## config.mk

```make
export PLATFORM = sky130hd
export DESIGN_NAME = filter_mac_sequencer
export DESIGN_NICKNAME = d
export VERILOG_FILES = /design/src/rtl/filter_mac_sequencer.sv
export SDC_FILE = /design/constraint.sdc
export NUM_CORES = 2
export LEC_CHECK = 0
export BUFFER_PORTS_ARGS = -buffer_cell sky130_fd_sc_hd__buf_2
export CORE_UTILIZATION = 54
export CTS_CLUSTER_SIZE = 40
export DETAILED_ROUTE_END_ITERATION = 10
export GPL_TIMING_DRIVEN = 0
export MAX_ROUTING_LAYER = met4
export PLACE_DENSITY = 0.83
export SLEW_MARGIN = 20
export SYNTH_ARGS = -nofsm -noshare
export SYNTH_HDL_FRONTEND = slang
export SYNTH_SLANG_ARGS = --single-unit
```

## constraint.sdc

```tcl
create_clock -name clk -period 12.2 [get_ports clk]
set_input_delay 2.44 -clock clk [delete_from_list [all_inputs] [get_ports clk]]
set_output_delay 2.44 -clock clk [all_outputs]
set_load 0.005 [all_outputs]
```

## src/rtl/filter_mac_sequencer.sv

```systemverilog
// Time-multiplexed biquad engine: one shared 32xDATA_W MAC walks the 5-tap rotating coefficient ROM per sample.
// Build option FILTER_SEQ_ROUND_EN: round half up before the final shift instead of truncating toward -inf.
//
// Handshake: a sample is taken on any rising edge where in_valid & in_ready;
// in_ready is high only in IDLE with reset low, and in_valid while busy is ignored.
// out_valid is a one-cycle pulse; y_out holds its value until the next pulse.
module filter_mac_sequencer #(
  parameter int DATA_W = 16,
  parameter int FRAC_W = 16,
  parameter int ACC_W  = 51
) (
  input  logic                     clk,
  input  logic                     reset,
  input  logic                     in_valid,
  output logic                     in_ready,
  input  logic signed [DATA_W-1:0] x_in,
  output logic                     coef_en,
  input  logic signed [31:0]       coef,
  output logic                     out_valid,
  output logic signed [DATA_W-1:0] y_out,
  output logic                     sat,
  output logic [1:0]               dbg_state
);

  localparam int PROD_W = 32 + DATA_W;

  typedef enum logic [1:0] {
    S_IDLE = 2'd0,
    S_MAC  = 2'd1,
    S_SAT  = 2'd2
  } state_t;

  localparam logic signed [ACC_W-1:0] Y_MAX =
    {{(ACC_W-DATA_W+1){1'b0}}, {(DATA_W-1){1'b1}}};
  localparam logic signed [ACC_W-1:0] Y_MIN =
    {{(ACC_W-DATA_W+1){1'b1}}, {(DATA_W-1){1'b0}}};

`ifdef FILTER_SEQ_ROUND_EN
  localparam logic signed [ACC_W-1:0] RND_OFS =
    {{(ACC_W-FRAC_W){1'b0}}, 1'b1, {(FRAC_W-1){1'b0}}};
`else
  localparam logic signed [ACC_W-1:0] RND_OFS = '0;
`endif

  state_t                     r_state;
  logic [2:0]                 r_tap;
  logic signed [ACC_W-1:0]    r_acc;
  logic signed [DATA_W-1:0]   r_x0;
  logic signed [DATA_W-1:0]   r_x1;
  logic signed [DATA_W-1:0]   r_x2;
  logic signed [DATA_W-1:0]   r_y1;
  logic signed [DATA_W-1:0]   r_y2;
  logic                       r_out_valid;
  logic signed [DATA_W-1:0]   r_y_out;
  logic                       r_sat;

  logic signed [DATA_W-1:0]   w_op;
  logic signed [PROD_W-1:0]   w_prod;
  logic signed [ACC_W-1:0]    w_prod_ext;
  logic signed [ACC_W-1:0]    w_rnd;
  logic signed [ACC_W-1:0]    w_shr;
  logic                       w_sat_hi;
  logic                       w_sat_lo;
  logic signed [DATA_W-1:0]   w_y;

  // Operand order matches the ROM rotation: n1,n2,n3 on x history, d1,d2 on y history.
  always_comb begin
    w_op = r_x0;
    case (r_tap)
      3'd0:    w_op = r_x0;
      3'd1:    w_op = r_x1;
      3'd2:    w_op = r_x2;
      3'd3:    w_op = r_y1;
      3'd4:    w_op = r_y2;
      default: w_op = r_x0;
    endcase
  end

  assign w_prod     = PROD_W'(coef) * PROD_W'(w_op);
  assign w_prod_ext = {{(ACC_W-PROD_W){w_prod[PROD_W-1]}}, w_prod};

  assign w_rnd    = r_acc + RND_OFS;
  assign w_shr    = w_rnd >>> FRAC_W;
  assign w_sat_hi = (w_shr > Y_MAX);
  assign w_sat_lo = (w_shr < Y_MIN);

  always_comb begin
    w_y = w_shr[DATA_W-1:0];
    if (w_sat_hi) begin
      w_y = Y_MAX[DATA_W-1:0];
    end else if (w_sat_lo) begin
      w_y = Y_MIN[DATA_W-1:0];
    end
  end

  always_ff @(posedge clk) begin
    if (reset) begin
      r_state     <= S_IDLE;
      r_tap       <= 3'd0;
      r_acc       <= '0;
      r_x0        <= '0;
      r_x1        <= '0;
      r_x2        <= '0;
      r_y1        <= '0;
      r_y2        <= '0;
      r_out_valid <= 1'b0;
      r_y_out     <= '0;
      r_sat       <= 1'b0;
    end else begin
      r_out_valid <= 1'b0;
      r_sat       <= 1'b0;
      case (r_state)
        S_IDLE: begin
          if (in_valid) begin
            r_x0    <= x_in;
            r_acc   <= '0;
            r_tap   <= 3'd0;
            r_state <= S_MAC;
          end
        end
        S_MAC: begin
          r_acc <= r_acc + w_prod_ext;
          // Five taps, five ROM rotations: the head is back at n1 on exit.
          if (r_tap == 3'd4) begin
            r_state <= S_SAT;
          end else begin
            r_tap <= r_tap + 3'd1;
          end
        end
        S_SAT: begin
          r_y_out     <= w_y;
          r_sat       <= w_sat_hi | w_sat_lo;
          r_out_valid <= 1'b1;
          r_x2        <= r_x1;
          r_x1        <= r_x0;
          r_y2        <= r_y1;
          r_y1        <= w_y;
          r_tap       <= 3'd0;
          r_state     <= S_IDLE;
        end
        default: begin
          r_state <= S_IDLE;
        end
      endcase
    end
  end

  assign in_ready  = (r_state == S_IDLE) && !reset;
  assign coef_en   = (r_state == S_MAC);
  assign out_valid = r_out_valid;
  assign y_out     = r_y_out;
  assign sat       = r_sat;
  assign dbg_state = r_state;

endmodule

```

# Word level (Yosys, flattened, before mapping)

Cells that the tools add are included.

Register bits after elaboration: 138

Add/sub/neg operators: 2
$mul: 1
Magnitude comparators: 2
Eq/ne operators: 9
Muxes and demuxes: 12
Bitwise logic cells: 2
Reductions and logical operators: 10

Operators with widths:

| operator                                                         | count |
|---|---|
| one-hot mux 51 bit (2 select lines)                              | 1 |
| one-hot mux 16 bit (4 select lines)                              | 1 |
| adder 51 x 48 -> 51 bit                                          | 1 |
| two-way mux 51 bit                                               | 1 |
| multiplier 32 x 16 -> 48 bit                                     | 1 |
| greater-than comparator 35 x 16 -> 1 bit (second input constant) | 1 |
| less-than comparator 35 x 16 -> 1 bit (second input constant)    | 1 |
| two-way mux 16 bit                                               | 2 |
| one-hot mux 3 bit (3 select lines)                               | 1 |
| equality test 3 x 2 -> 1 bit (second input constant)             | 2 |
| two-way mux 3 bit                                                | 2 |
| AND reduction 2 bit                                              | 3 |
| two-way mux 2 bit                                                | 2 |
| inequality test 2 bit (second input constant)                    | 2 |
| one-hot mux 2 bit (2 select lines)                               | 1 |
| adder 3 x 1 -> 3 bit (second input constant)                     | 1 |
| equality test 3 x 1 -> 1 bit (second input constant)             | 1 |
| equality test 3 bit (second input constant)                      | 1 |
| AND reduction 3 bit                                              | 1 |
| nonzero test 3 bit                                               | 1 |
| equality test 2 x 1 -> 1 bit (second input constant)             | 1 |
| equality test 2 bit (second input constant)                      | 1 |
| zero test 2 bit                                                  | 1 |
| inequality test 2 x 1 -> 1 bit (second input constant)           | 1 |
| other kinds (7)                                                  | 7 |

# Longest topological paths before layout

Depth in word-level cells: 5
Mapped depth: 31
Mapped depth without buffers: 29

# Worst setup path before layout

OpenSTA, ideal clock, no wires.

Kind: input port to flip-flop
Start: in coef[20]
End: reg r_acc[48]
Data arrival time: 8.140 ns
Data required time: 12.083 ns
Slack: 3.943 ns
Stages: 22
Path through: clkbuf_1 nand2_1 fa_1 fa_1 fa_1 inv_1 fa_1 fa_1 inv_1 fa_1 inv_1 ha_1 buf_6 a21oi_4 o21bai_1 a21o_1 or4_4 o21a_1 a221oi_2 a21oi_1 or3_1 a32o_1

Word-level cells in the longest chain between the ends: 3

RTL lines:

| element                             | line | RTL |
|---|---|---|
| start, declared                     | 18   | `input logic signed [31:0] coef,` |
| multiplier 32 x 16 -> 48 bit        | 79   | `assign w_prod = PROD_W'(coef) * PROD_W'(w_op);` |
| adder 51 x 48 -> 51 bit             | 122  | `r_acc <= r_acc + w_prod_ext;` |
| one-hot mux 51 bit (2 select lines) | 112  | `case (r_state)` |
| end signal, assigned                | 122  |  |
| end, declared                       | 47   | `logic signed [ACC_W-1:0] r_acc;` |

Every way passes these cells.
A chain may end at the register's enable or synchronous reset.

# Final worst setup path

Start: reg r_tap[0]
End: reg r_acc[47]

Word-level cells in the longest chain between the ends: 5
Elaborated cells on any way between the ends: 8

RTL lines:

| element                                           | line | RTL |
|---|---|---|
| start, declared                                   | 46   | `logic [2:0] r_tap;` |
| start signal, assigned                            | 127  | `r_tap <= r_tap + 3'd1;` |
| equality test 3 bit, or another cell as far along | 69   | `case (r_tap)` |
| one-hot mux 16 bit (4 select lines) (*)           | 69   |  |
| multiplier 32 x 16 -> 48 bit (*)                  | 79   |  |
| adder 51 x 48 -> 51 bit (*)                       | 122  |  |
| one-hot mux 51 bit (2 select lines) (*)           | 112  |  |

Mark *: on every way between the ends. The rest lies on a longest branch, timed or not.

==> insert_results.sql <==
INSERT INTO impl_metrics (metric_group, metric, value, unit) VALUES
('run_status', 'outcome', 'complete, no violations', ''),
('route', 'detailroute.via_count', '20317', ''),
('logic_synthesis', 'dominant_combinational_cell_family_by_area_after_synthesis', 'adder cells', ''),
('timing', 'hold_viol_final', '0', ''),
('timing', 'timing.final.crit_share', '0.779', ''),
('logic_synthesis', 'yosysSeqAreaShare', '0.110', ''),
('global_routing', 'vias_in_the_first_global_route', '21170', ''),
('global_routing', 'maximum_number_of_pins_on_one_net_before_global_route_repair', '18', ''),
('critical_path', 'critical_path.most_common_cell', 'sky130_fd_sc_hd__fa_1', ''),
('floorplanning', 'floorplan.die_area', '47500', 'um2'),
('placement', 'place.detailed.hpwl', '58700', 'um'),
('timing', 'finalCriticalPeriod', '9.50', 'ns'),
('timing', 'worst_tran_pin_value', '1.20', 'ns'),
('route', 'totalWireLength', '70200', 'um'),
('cts', 'post_cts_setup_bufs', '0', ''),
('route', 'vias_per_cell', '5.67', ''),
('route', 'firstDrtPassIters', '6', ''),
('timing', 'maxSlewViolCount', '0', ''),
('floorplanning', 'placeableCoreArea', '45700', 'um2'),
('logic_synthesis', 'area_fraction_in_compound_gates_after_synthesis', '0.0894', ''),
('timing', 'max-slew-margin-rel', '0.194', ''),
('route', 'drt_drc_violations_left', '0', ''),
('logic_synthesis', 'postSynthNetCount', '3617', ''),
('logic_synthesis', 'synth_enable_flop_cells', '0', ''),
('critical_path', 'critPathSlowestCell', 'sky130_fd_sc_hd__a31oi_2', ''),
('logic_synthesis', 'synth_simple_gate_area_share', '0.165', ''),
('logic_synthesis', 'synth_largest_type_area_fraction', '0.437', ''),
('critical_path', 'worst-r2r-cell-count', '29', ''),
('critical_path', 'worst_path_largest_cell_delay', '0.72', 'ns'),
('route', 'drtIter0Drc', '1904', ''),
('logic_synthesis', 'synth_fa_ha_area_frac', '0.507', ''),
('global_routing', 'grt_pass1_wl', '112000', 'um'),
('logic_synthesis', 'async_flop_share', '0', ''),
('logic_synthesis', 'post_synth_xor_area_fraction', '0.0156', ''),
('global_routing', 'global_route.usage.total', '0.320', ''),
('timing', 'grt_setup_unrepaired', 'no', ''),
('critical_path', 'crit_arrival', '9.79', 'ns'),
('floorplanning', 'start_util', '0.551', ''),
('logic_synthesis', 'yosys.area.top_type', 'sky130_fd_sc_hd__fa_1', ''),
('logic_synthesis', 'total_number_of_yosys_warnings', '0', ''),
('cts', 'clock_tree_from_tritoncts', 'done', ''),
('critical_path', 'critPathLaunchType', 'register', ''),
('timing', 'skew', '0.00866', 'ns'),
('global_routing', 'globalRouteOverflowTotal', '0', ''),
('critical_path', 'r2r_end', 'r_acc[47]$_SDFFE_PP0P_', ''),
('logic_synthesis', 'synth_flop_cell', 'sky130_fd_sc_hd__dfxtp_1', ''),
('critical_path', 'ws_path_type', 'reg2reg', ''),
('min_path', 'worstHoldPathType', 'reg2reg', ''),
('timing', 'finalSetupTns', '0', 'ns'),
('floorplanning', 'pin_count', '73', ''),
('floorplanning', 'die_width', '218', 'um'),
('cells_and_area', 'final_nets', '3711', ''),
('cells_and_area', 'nFillCells', '3842', ''),
('route', 'routedWlPerCell', '19.6', 'um'),
('cts', 'clockRootBuffer', 'sky130_fd_sc_hd__clkbuf_16', ''),
('logic_synthesis', 'yosys_register_bits', '138', ''),
('cts', 'clk_latency', '0.43', 'ns'),
('cts', 'clockBufferDepth', '2', ''),
('cts', 'cts_inserted_buffers', '17', ''),
('critical_path', 'rrSetupSlack', '2.70', 'ns'),
('cts', 'cts_max_level', '4', ''),
('min_path', 'hold_start', 'r_x2[15]$_SDFFE_PP0P_', ''),
('min_path', 'holdPathEnd', 'r_x2[15]$_SDFFE_PP0P_', ''),
('cts', 'quantity_of_gates_resized_following_cts', '0', ''),
('placement', 'globalplace.congestion', '0.993', ''),
('floorplanning', 'placementRows', '78', ''),
('cells_and_area', 'layout_cell_share_with_drive_strength_beyond_1', '0.0436', ''),
('min_path', 'hold-path-cell-count', '2', ''),
('logic_synthesis', 'synth.avg_cell_area', '8.76', 'um2'),
('timing', 'timing.final.setup_violations', '0', ''),
('cts', 'clk_pin_slew_worst_paths', '0.06', 'ns');
## cells by family (layout without fill, tap and decap cells)
logic type | Yosys count | in the layout
AOI/OAI and AO/OA | 361 | 361
xor gates and xnor gates | 45 | 45
adders and majority gates | 691 | 691
buffers and inverters | 753 | 859
DFF | 138 | 138
muxes | 1 | 1
other | 0 | 1
and+or+nand+nor | 886 | 886
## layout make-up
class	instances	area [um2]	share of cell area
well taps	600	751	0.0278
diodes	1	2.50	0.0000927
flip-flops and latches	138	2760	0.102
repair buffers	75	394	0.0146
multi-input cells	1984	19600	0.727
clock buffers	20	457	0.0169
plain buffers	151	577	0.0214
inverters	602	2260	0.0837
clock inverters	11	170	0.00631
## layout by cell type (no fill, tap or decap), types with 38 or more instances in the layout
cell | synthesis | final
sky130_fd_sc_hd__nor2b_1 | 182 | 181
sky130_fd_sc_hd__nor2_1 | 83 | 83
sky130_fd_sc_hd__ha_1 | 141 | 141
sky130_fd_sc_hd__dfxtp_1 | 138 | 138
sky130_fd_sc_hd__o21ai_0 | 46 | 44
sky130_fd_sc_hd__a21oi_1 | 149 | 149
sky130_fd_sc_hd__nand3_1 | 38 | 38
sky130_fd_sc_hd__buf_2 | 2 | 74
sky130_fd_sc_hd__nand2_1 | 456 | 456
sky130_fd_sc_hd__fa_1 | 550 | 550
sky130_fd_sc_hd__inv_1 | 602 | 602
sky130_fd_sc_hd__clkbuf_1 | 143 | 144
sky130_fd_sc_hd__a22oi_1 | 42 | 42
sky130_fd_sc_hd__and2_1 | 42 | 42
## cells in the mapped netlist, types with 5 or more instances
cell type / n
sky130_fd_sc_hd__clkbuf_1: 143
sky130_fd_sc_hd__nand3_1: 38
sky130_fd_sc_hd__nor2b_1: 182
sky130_fd_sc_hd__xnor2_1: 31
sky130_fd_sc_hd__o21a_1: 6
sky130_fd_sc_hd__nand2_1: 456
sky130_fd_sc_hd__nand2b_1: 24
sky130_fd_sc_hd__ha_1: 141
sky130_fd_sc_hd__nor2_1: 83
sky130_fd_sc_hd__o21bai_1: 6
sky130_fd_sc_hd__fa_1: 550
sky130_fd_sc_hd__a22oi_1: 42
sky130_fd_sc_hd__a21o_1: 24
sky130_fd_sc_hd__nand4_1: 17
sky130_fd_sc_hd__and2_1: 42
sky130_fd_sc_hd__xor2_1: 14
sky130_fd_sc_hd__a21oi_1: 149
sky130_fd_sc_hd__nor4_1: 8
sky130_fd_sc_hd__nor3_1: 12
sky130_fd_sc_hd__o21ai_0: 46
sky130_fd_sc_hd__o211ai_1: 18
sky130_fd_sc_hd__a211oi_1: 10
sky130_fd_sc_hd__inv_1: 602
sky130_fd_sc_hd__o21ai_1: 9
sky130_fd_sc_hd__a31oi_1: 15
sky130_fd_sc_hd__buf_1: 5
sky130_fd_sc_hd__dfxtp_1: 138
sky130_fd_sc_hd__or2_2: 5
## state kept, by name (all words and copies together) (netlist names)
| signal | cells |
|---|---|
| out_valid | 1 |
| sat | 1 |
| r_x1 | 16 |
| dbg_state | 2 |
| r_tap | 3 |
| r_acc | 51 |
| y_out | 16 |
| r_x0 | 16 |
| r_x2 | 16 |
| r_y2 | 16 |
## routing by layer
layer  global-route usage  share of wire  wire length [um]  vias to the layer above
met2                0.503           0.47             32800                     1033
met3               0.0731           0.10              7090                      266
met1                0.385           0.37             25800                    10119
met4                0.168          0.063              4440                        0
li1                     -              -                 -                     8899
met5                    -              0                 0                        -
## worst max path at each step
stage	startpoint	endpoint	cells after the start	slack, ns
after floorplan	coef[20]	r_acc[48]$_SDFFE_PP0P_	22	3.94
after global placement	r_tap[0]$_SDFFE_PP0P_	r_acc[48]$_SDFFE_PP0P_	29	2.75
after global routing	r_tap[0]$_SDFFE_PP0P_	r_acc[50]$_SDFFE_PP0P_	27	2.30
after CTS	r_tap[0]$_SDFFE_PP0P_	r_acc[47]$_SDFFE_PP0P_	29	2.95
final	r_tap[0]$_SDFFE_PP0P_	r_acc[47]$_SDFFE_PP0P_	29	2.70
after detailed placement	coef[14]	r_acc[48]$_SDFFE_PP0P_	23	2.90
## per-stage QoR
step           worst slack, ns  instances  hold slack, ns   util  cell area, um2
2_1_floorplan             3.94       2875           0.436      -           25200
3_3_place_gp              2.75       3547           0.441  0.576           26300
3_5_place_dp              2.90       3550           0.447  0.577           26400
4_1_cts                   2.95       3581           0.456  0.591           27000
5_1_grt                   2.30       3581           0.479  0.591           27000
6_report                  2.70       3582           0.455  0.591           27000
## critical path: cells and delay by family, from the launching register on
kind                     cells  cell delay (ns)
adder cells (fa/ha/maj)      9             3.78
AO/OA/AOI/OAI                8             2.56
buffers and inverters        8             1.79
AND/OR/NAND/NOR              3             0.61
flip-flops                   1             0.41
XOR/XNOR                     1             0.20
Power is left out: the tool's default activity adds up to more than one toggle a clock period on the data nets, which glitch-free logic cannot reach.
